File: config.mk
export PLATFORM = sky130hd
export DESIGN_NAME = mac_learn_table
export DESIGN_NICKNAME = d
export VERILOG_FILES = /design/src/rtl/l2sw_pkg.sv /design/src/rtl/mac_table_entry.sv /design/src/rtl/mac_learn_table.sv
export SDC_FILE = /design/constraint.sdc
export NUM_CORES = 2
export LEC_CHECK = 0
export BUFFER_PORTS_ARGS = -buffer_cell sky130_fd_sc_hd__buf_2
export CAP_MARGIN = 20
export CORE_MARGIN = 4
export CORE_UTILIZATION = 30
export DETAILED_ROUTE_END_ITERATION = 10
export HOLD_SLACK_MARGIN = 0.12
export PLACE_DENSITY = 0.55
export SLEW_MARGIN = 0
export SYNTH_ARGS = -nofsm -noshare
export SYNTH_HDL_FRONTEND = slang
export SYNTH_SLANG_ARGS = --single-unit
File: constraint.sdc
create_clock -name clk -period 4 [get_ports clk]
set_clock_uncertainty 0.1 [all_clocks]
set_input_delay 0.6 -clock clk [delete_from_list [all_inputs] [get_ports clk]]
set_output_delay 0.6 -clock clk [all_outputs]
set_load 0.02 [all_outputs]
File: src/rtl/l2sw_pkg.sv
// Shared definitions for the 4-port L2 switch: widths, FSM states and
// the small MAC/port helpers used by the learning table.
package l2sw_pkg;

   localparam int PHY_NUM    = 4;
   localparam int MAC_W      = 48;
   localparam int PORT_IDX_W = 2;

   typedef enum logic [1:0] {
      IDLE,
      SCAN,
      LEARN,
      RESP
   } state_t;

   // Group bit is the LSB of the first octet, i.e. bit 40 of the 48-bit value.
   function automatic logic is_mcast(input logic [MAC_W-1:0] mac);
      return mac[40];
   endfunction

   function automatic logic [PHY_NUM-1:0] flood_mask(input logic [PORT_IDX_W-1:0] src_port);
      logic [PHY_NUM-1:0] m;
      m = '1;
      if (int'(src_port) < PHY_NUM) m[src_port] = 1'b0;
      return m;
   endfunction

endpackage

File: src/rtl/mac_table_entry.sv
// One slot of the MAC learning table: valid/mac/port/age registers with a
// write port, an aging input and combinational DA/SA match outputs.
module mac_table_entry
   import l2sw_pkg::*;
#(
   parameter int AGE_W = 4
) (
   input  logic                  clk,
   input  logic                  rst_n,
   input  logic                  clear,
   input  logic                  tick,
   input  logic                  wr_en,
   input  logic [MAC_W-1:0]      wr_mac,
   input  logic [PORT_IDX_W-1:0] wr_port,
   input  logic [MAC_W-1:0]      da_mac,
   input  logic [MAC_W-1:0]      sa_mac,
   output logic                  valid,
   output logic [PORT_IDX_W-1:0] port,
   output logic [AGE_W-1:0]      age,
   output logic                  da_match,
   output logic                  sa_match
);

   // Reaching the all-ones age expires the entry, so the counter never saturates.
   localparam logic [AGE_W-1:0] AGE_LAST = {{(AGE_W-1){1'b1}}, 1'b0};

   logic [MAC_W-1:0] mac;

   always_ff @(posedge clk) begin
      if (!rst_n) begin
         valid <= 1'b0;
         mac   <= '0;
         port  <= '0;
         age   <= '0;
      end else if (clear) begin
         valid <= 1'b0;
      end else if (wr_en) begin
         valid <= 1'b1;
         mac   <= wr_mac;
         port  <= wr_port;
         age   <= '0;
      end else if (tick && valid) begin
         if (age == AGE_LAST) begin
            valid <= 1'b0;
            age   <= '0;
         end else begin
            age <= age + AGE_W'(1);
         end
      end
   end

   assign da_match = valid && (mac == da_mac);
   assign sa_match = valid && (mac == sa_mac);

endmodule

File: src/rtl/mac_learn_table.sv
// Source-MAC learning and destination lookup: sequential scan of a small
// fully associative table, then learn, then hold the egress mask.
//
//   state | meaning
//   IDLE  | apply pending flush/tick, else accept a request
//   SCAN  | compare entry scan_idx against DA and SA, track free/victim
//   LEARN | write SA->port, register mask and hit
//   RESP  | hold response until resp_ready
module mac_learn_table
   import l2sw_pkg::*;
#(
   parameter int PORT_NUM = PHY_NUM,
   parameter int ADDR_LEN = 3,
   parameter int AGE_W    = 4
) (
   input  logic                  clk,
   input  logic                  rst_n,
   input  logic                  req_valid,
   output logic                  req_ready,
   input  logic [MAC_W-1:0]      req_dst_mac,
   input  logic [MAC_W-1:0]      req_src_mac,
   input  logic [PORT_IDX_W-1:0] req_src_port,
   output logic                  resp_valid,
   input  logic                  resp_ready,
   output logic [PORT_NUM-1:0]   resp_port_mask,
   output logic                  resp_hit,
   input  logic                  age_tick,
   input  logic                  flush
);

   localparam int ENTRIES = 2**ADDR_LEN;

   state_t                state, state_next;
   logic [ADDR_LEN-1:0]   scan_idx;
   logic [MAC_W-1:0]      da_q, sa_q;
   logic [PORT_IDX_W-1:0] src_q;
   logic                  flush_pend, tick_pend;
   logic                  do_flush, do_tick, accept;

   logic                  da_hit, sa_hit, free_found;
   logic [PORT_IDX_W-1:0] da_port;
   logic [ADDR_LEN-1:0]   sa_idx, free_idx, victim_idx, wr_idx;
   logic [AGE_W-1:0]      victim_age;

   logic [ENTRIES-1:0]    ent_valid, ent_da_match, ent_sa_match, ent_wr;
   logic [PORT_IDX_W-1:0] ent_port [ENTRIES];
   logic [AGE_W-1:0]      ent_age  [ENTRIES];

   logic                  learn_ok, hit_next;
   logic [PORT_NUM-1:0]   mask_next;

   for (genvar k = 0; k < ENTRIES; k++) begin : g_entry
      mac_table_entry #(.AGE_W(AGE_W)) u_entry (
         .clk      (clk),
         .rst_n    (rst_n),
         .clear    (do_flush),
         .tick     (do_tick),
         .wr_en    (ent_wr[k]),
         .wr_mac   (sa_q),
         .wr_port  (src_q),
         .da_mac   (da_q),
         .sa_mac   (sa_q),
         .valid    (ent_valid[k]),
         .port     (ent_port[k]),
         .age      (ent_age[k]),
         .da_match (ent_da_match[k]),
         .sa_match (ent_sa_match[k])
      );
   end

   always_ff @(posedge clk) begin
      if (!rst_n) state <= IDLE;
      else        state <= state_next;
   end

   // Maintenance in IDLE outranks requests: flush, then tick, then accept.
   always_comb begin
      state_next = state;
      do_flush   = 1'b0;
      do_tick    = 1'b0;
      accept     = 1'b0;
      req_ready  = 1'b0;
      case (state)
         IDLE: begin
            if (flush || flush_pend) begin
               do_flush = 1'b1;
            end else if (age_tick || tick_pend) begin
               do_tick = 1'b1;
            end else begin
               req_ready = rst_n;
               if (req_valid && rst_n) begin
                  accept     = 1'b1;
                  state_next = SCAN;
               end
            end
         end
         SCAN:    if (&scan_idx) state_next = LEARN;
         LEARN:   state_next = RESP;
         RESP:    if (resp_ready) state_next = IDLE;
         default: state_next = IDLE;
      endcase
   end

   always_comb begin
      learn_ok  = !is_mcast(sa_q) && (sa_q != '0) && (int'(src_q) < PORT_NUM);
      wr_idx    = sa_hit ? sa_idx : (free_found ? free_idx : victim_idx);
      ent_wr    = '0;
      if (state == LEARN && learn_ok) ent_wr[wr_idx] = 1'b1;
      hit_next  = 1'b0;
      mask_next = flood_mask(src_q);
      if (!is_mcast(da_q) && da_hit) begin
         hit_next  = 1'b1;
         mask_next = (da_port == src_q) ? '0 : (PORT_NUM'(1) << da_port);
      end
   end

   always_ff @(posedge clk) begin
      if (!rst_n) begin
         scan_idx       <= '0;
         da_q           <= '0;
         sa_q           <= '0;
         src_q          <= '0;
         flush_pend     <= 1'b0;
         tick_pend      <= 1'b0;
         da_hit         <= 1'b0;
         da_port        <= '0;
         sa_hit         <= 1'b0;
         sa_idx         <= '0;
         free_found     <= 1'b0;
         free_idx       <= '0;
         victim_idx     <= '0;
         victim_age     <= '0;
         resp_port_mask <= '0;
         resp_hit       <= 1'b0;
      end else begin
         flush_pend <= !do_flush && (flush_pend || flush);
         tick_pend  <= !do_tick && (tick_pend || age_tick);
         if (accept) begin
            da_q       <= req_dst_mac;
            sa_q       <= req_src_mac;
            src_q      <= req_src_port;
            scan_idx   <= '0;
            da_hit     <= 1'b0;
            sa_hit     <= 1'b0;
            free_found <= 1'b0;
            victim_idx <= '0;
            victim_age <= '0;
         end
         // Strict compare keeps the lowest index among equally old entries.
         if (state == SCAN) begin
            scan_idx <= scan_idx + ADDR_LEN'(1);
            if (ent_da_match[scan_idx]) begin
               da_hit  <= 1'b1;
               da_port <= ent_port[scan_idx];
            end
            if (ent_sa_match[scan_idx]) begin
               sa_hit <= 1'b1;
               sa_idx <= scan_idx;
            end
            if (!ent_valid[scan_idx] && !free_found) begin
               free_found <= 1'b1;
               free_idx   <= scan_idx;
            end
            if (ent_age[scan_idx] > victim_age) begin
               victim_idx <= scan_idx;
               victim_age <= ent_age[scan_idx];
            end
         end
         if (state == LEARN) begin
            resp_port_mask <= mask_next;
            resp_hit       <= hit_next;
         end
      end
   end

   assign resp_valid = (state == RESP);

endmodule

* Word-level counts from Yosys, hierarchy flattened
Cells that the tools add are included.
** Storage, ports and cells
- Register bits after elaboration :: 568
- Logic and storage cells :: 298
** Operators by class
- Add/subtract/negate cells :: 9
- Order comparisons :: 7
- Eq/ne operators :: 33
- Shift-type cells :: 1
- Muxes and demuxes :: 105
- Bitwise gates (word level) :: 4
- Reduce and logical (&&, ||, !) cells :: 90
** Operators by type and width (number)
- == test 48 bit :: 16
- two-way mux 4 bit :: 31
- AND reduction 2 bit :: 27
- two-way mux 1 bit :: 51
- nonzero test 48 bit :: 1
- nonzero test 2 bit :: 17
- logical AND 1 bit :: 33
- adder 4 x 1 -> 4 bit, second input constant :: 8
- == test 4 bit, second input constant :: 8
- two-way mux 3 bit :: 7
- two-way mux 2 bit :: 7
- binary-select mux 4 bit (select 3 bit) :: 1
- binary-select mux 1 bit (select 3 bit) :: 3
- less-than comparator 3 x 4 -> 1 bit, second input constant :: 2
- two-way mux 8 bit :: 1
- inequality test 2 bit, second input constant :: 4
- case mux 2 bit (4 select lines) :: 1
- binary-select mux 2 bit (select 3 bit) :: 1
- zero test 1 bit :: 6
- AND reduction 5 bit :: 1
- == test 2 bit, second input constant :: 2
- greater-or-equal comparator 4 bit, second input constant :: 1
- greater-than comparator 4 bit :: 1
- NOT 3 -> 4 bit :: 1
- other kinds (16) :: 18

* Logic depth before layout (Yosys ltp)
- Word-level depth :: 9
- Mapped depth :: 12

* By module
A second synthesis with hierarchy kept.
** Second synthesis, totals
- Cell total of the unflattened synthesis :: 3742
- Area, all modules :: 30923.4 µm²
** Modules (own cells, without submodules)
- mac_table_entry :: times used 8, cells an instance 384, area each 3138.0 µm², sequential area each 1101.1 µm²
- mac_learn_table :: times used 1, cells an instance 670, area each 5819.3 µm², sequential area each 2562.5 µm²

* Worst setup path after synthesis
OpenSTA, ideal clock, no wires.
- Kind :: reg-to-reg
- Start point :: reg scan_idx[0]
- End point :: reg victim_age[1]
- Data arrival time :: 3.221 ns
- Data required time :: 3.824 ns
- Slack :: 0.604 ns
- Stages on the path, launching flop included :: 13
- Path buffers :: 2
- Cell sequence :: dfxtp_1 -> buf_2 -> buf_1 -> mux4_2 -> mux2_2 -> ha_1 -> nor2b_1 -> o21ai_0 -> nand2b_1 -> a21oi_1 -> nor2_1 -> or3_1 -> a21boi_0
** Between the ends
- Longest elaborated chain between the ends :: 7
** RTL lines
- start: declaration :: line mac_learn_table.sv:34 : logic [ADDR_LEN-1:0] scan_idx;
- start signal: assignment :: line mac_learn_table.sv:151 : scan_idx <= scan_idx + ADDR_LEN'(1);
- NOT 3 -> 4 bit (implied by the code) * :: line mac_learn_table.sv:164, mac_learn_table.sv:166
- binary-select mux 4 bit (select 3 bit) * :: line mac_learn_table.sv:164, mac_learn_table.sv:166
- two-way mux 4 bit (implied by the code) * (2 in series) :: line mac_learn_table.sv:164, mac_learn_table.sv:166
- greater-than comparator 4 bit :: line mac_learn_table.sv:164 : if (ent_age[scan_idx] > victim_age) begin
- two-way mux 4 bit * :: line mac_learn_table.sv:164
- two-way mux 4 bit * :: line mac_learn_table.sv:150 : if (state == SCAN) begin
- end signal: assignment :: line mac_learn_table.sv:166 : victim_age <= ent_age[scan_idx];
- end: declaration :: line mac_learn_table.sv:43 : logic [AGE_W-1:0] victim_age;
Mark *: on every way between the ends. The rest lies on a longest branch, timed or not. The select of a mux whose other input is x is not followed.
A chain may end at the register's enable or synchronous reset.

* Worst setup path after layout
- Start point :: reg da_q[4]
- End point :: reg da_port[1]
** Between the ends
- Longest elaborated chain between the ends :: 5
- Elaborated cells between the ends (all ways) :: 19
- Classes of those cells :: eq/ne (8); mux (2); reduce/logical (9)
** RTL lines
- start: declaration :: line mac_learn_table.sv:35 : logic [MAC_W-1:0] da_q, sa_q;
- start signal: assignment :: line mac_learn_table.sv:139 : da_q <= req_dst_mac;
- == test 48 bit :: line mac_table_entry.sv:52 : assign da_match = valid && (mac == da_mac);
- logical AND 1 bit :: line mac_table_entry.sv:52
- binary-select mux 1 bit (select 3 bit) * :: line mac_learn_table.sv:152 : if (ent_da_match[scan_idx]) begin
- two-way mux 1 bit (implied by the code) * :: line mac_learn_table.sv:152
- AND reduction 2 bit (no line) *
- end signal: assignment :: line mac_learn_table.sv:154 : da_port <= ent_port[scan_idx];
- end: declaration :: line mac_learn_table.sv:41 : logic [PORT_IDX_W-1:0] da_port;
Marked as above.

==> summary.txt <==
Power and ir drop
  – Worst ir drop on vdd: 0.251 mV
  – Pwr dens: 361 nW/µm²
  – Pleak: 15.2 nW
  – Final Power: 13.5 mW

STA
  – Worst Setup Slack, final: 566 ps
  – Worst relative slew slack: 0.213
  – Max frequency: 291 MHz
  – RSZ-0062 raised after global routing: false
  – Max Transition Viols Final: 0
  – Fin Setup TNS: 0 ps
  – Setup violators final: 0
  – Final hold vios: 0
  – Period minus WS final: 3430 ps
  – Tcrit/Tclk final: 0.858
  – Worst Tran Pin Value: 1180 ps
  – Hold_ws: 138 ps

Clock network
  – Root Driver: clkbuf_16
  – Clk_lat worst skew: 660 ps
  – Clock Tree Buf Depth: 3
  – CTS tree: done
  – H-tree levels: 3
  – Clock-pin slew on the worst setup and hold paths: 60 ps
  – Clk sink count: 568
  – CTS buffer count: 69
  – PostCTS Resize Cnt: 0

GRT
  – Initial antenna violation count: 5
  – Largest net degree at the start of global routing: 228
  – Total gr overflow: 0
  – Global-route wire length before repair: 199 mm
  – Vias in the first global route: 27400
  – All-Layer GR Usage: 0.244

Logic synthesis
  – Top cells by area, synth: dfxtp_1, xor2_1, nand2_1, a21boi_0, xnor2_1
  – Mapped Avg Cell Area: 8.13 µm²
  – Cell type with the largest total area after synthesis: dfxtp_1
  – Seq cells post-synth: 568
  – Commonest cells in the netlist: nand2_1, dfxtp_1, xor2_1
  – Area share of the largest cell type after synthesis: 0.360
  – Syn_nets: 4015
  – Top-count cell post-synth: nand2_1
  – Synthesis warning total: 0
  – Netlist cell types: 67
  – Mapped Cells: 3885
  – Most used DFF post-synth: dfxtp_1
  – Ys async rst share: 0
  – Post-synth EDFFs: 0
  – Post-Syn Area: 31600 µm²
  – Sequential area share after synthesis: 0.360

Setup path
  – Kind of critical path: flip-flop to flip-flop
  – WP data required: 4380 ps
  – CP Launch Type: flip-flop
  – Critical path peak fanout: 8
  – Critical-path top delay cell: dfxtp_1
  – Worst path max stage delay: 900 ps
  – Critical path arrival: 3810 ps
  – Setup crit end kind: flip-flop
  – Worst-path cell chain: xor2_1 > a221o_1 > nor4b_1 > nand4_1 > o211ai_1 > o2111ai_1 > mux2i_1

Floorplan
  – Core area: 104000 µm²
  – I/O pin cnt: 111
  – DIE WIDTH: 332 µm
  – Die area: 111000 µm²
  – FP Rows: 118
  – Die height: 332 µm
  – Initial Util: 0.303

Layout
  – Post-Layout Inst Area: 37400 µm²
  – Layout cell share with drive strength beyond 1: 0.118
  – Count of non-filler cells in the finished layout: 5435
  – Core Util, Final: 0.359
  – Fin nets: 4130
  – Synth-to-Final Area Change: 18.3%

Placement
  – Port Buffers: 110
  – Post-DP HPWL: 99.6 mm
  – GPL Wtd Cong: 0.993
  – Setup slack after placement: 640 ps
  – Area after DPL: 34600 µm²
  – Placed Cells: 5260

Route
  – DR vias/cell: 5.32
  – Initial DRC Count: 3429
  – Wirelength per Cell: 25.9 µm
  – Final wirelength: 141 mm
  – Post-route antenna net violation count: 0
  – 1st-pass router iterations: 6
  – DR DRC count: 0
  – Vias: 28900

Job
  – Maxcap violations: 0

Outcome
  – Status: finished clean

Hold path
  – HP Class: input port to flip-flop
layout by cell type, fill, tap and decap left out, drive strengths merged, types with 14 or more instances in the layout:
cell / count
nand4: 101
a21oi: 17
nor4: 143
nor3: 17
o21ai: 17
a21boi: 503
dlygate4sd3: 48
nand2: 1043
nor2b: 28
ha: 26
inv: 78
mux4: 14
dfxtp: 568
nand2b: 33
clkbuf: 93
buf: 324
clkinv: 16
nor2: 65
mux2i: 14
xnor2: 261
nand3: 25
xor2: 449
flip-flops by register name, summed over array words and instances (netlist names), 2 cells and up:
register,flops
da_port,2
resp_port_mask,4
state,2
sa_idx,3
victim_idx,3
da_q,48
g_entry.u_entry.mac,384
victim_age,4
g_entry.u_entry.valid,8
g_entry.u_entry.age,32
scan_idx,3
g_entry.u_entry.port,16
sa_q,48
src_q,2
free_idx,3
kinds of logic after synthesis:
group                      Yosys count  synth area share
DFF                                568             0.360
adders and majority gates           26            0.0103
AOI/OAI and AO/OA                  658             0.158
buffers and inverters              400            0.0519
and+or+nand+nor                   1490             0.207
muxes                               33            0.0162
xor gates and xnor gates           710             0.197
area by class of cell:
cell class / instances / area [µm²]
multi-input combinational: 2917 / 18700
tap: 1380 / 1730
fill: 10800 / 66700
clock inverter: 30 / 399
clock buffer: 93 / 1920
inverter: 72 / 270
timing repair buffer: 372 / 3010
sequential: 568 / 11400
antenna: 3 / 7.51
metal layers:
| layer | vias up | share of wire | track usage |
|---|---|---|---|
| met3 | 412 | 0.10 | 0.0528 |
| met1 | 13800 | 0.42 | 0.332 |
| met4 | 2 | 0.064 | 0.132 |
| li1 | 13100 | - | - |
| met5 | - | 0.00011 | 0 |
| met2 | 1579 | 0.41 | 0.361 |
worst max-delay path, delay by kind of cell, from the launching register on:
kind	cells	cell delay (ps)
AO/OA/AOI/OAI	3	1300
flip-flops	1	900
AND/OR/NAND/NOR	2	560
multiplexers	1	230
XOR/XNOR	1	140
final timing paths:
| path | slack, ps | cells past startpoint | to | from |
|---|---|---|---|---|
| min | 140 | 3 | sa_q[9]$_SDFFE_PN0P_ | req_src_mac[9] |
| max reg2reg | 570 | 7 | da_port[1]$_SDFFE_PN0P_ | da_q[4]$_SDFFE_PN0P_ |
| min reg2reg | 360 | 2 | g_entry[0].u_entry.port[0]$_SDFFE_PN0P_ | g_entry[0].u_entry.port[0]$_SDFFE_PN0P_ |
| max | 570 | 7 | da_port[1]$_SDFFE_PN0P_ | da_q[4]$_SDFFE_PN0P_ |
power breakdown:
part | internal [mW] | leakage [nW] | switching, mW
Clock | 3.85 | 1.14 | 2.77
Combinational | 0.442 | 9.46 | 0.679
Sequential | 5.69 | 4.58 | 0.0783
timing repair:
item                                    in CTS  in global routing
endpoints found under the setup margin       0                  0
hold endpoints to repair                    48                  0
hold buffers                                48                  0
buffers inserted                             0                  0
Note: power is estimated with default switching activity, not from simulation.
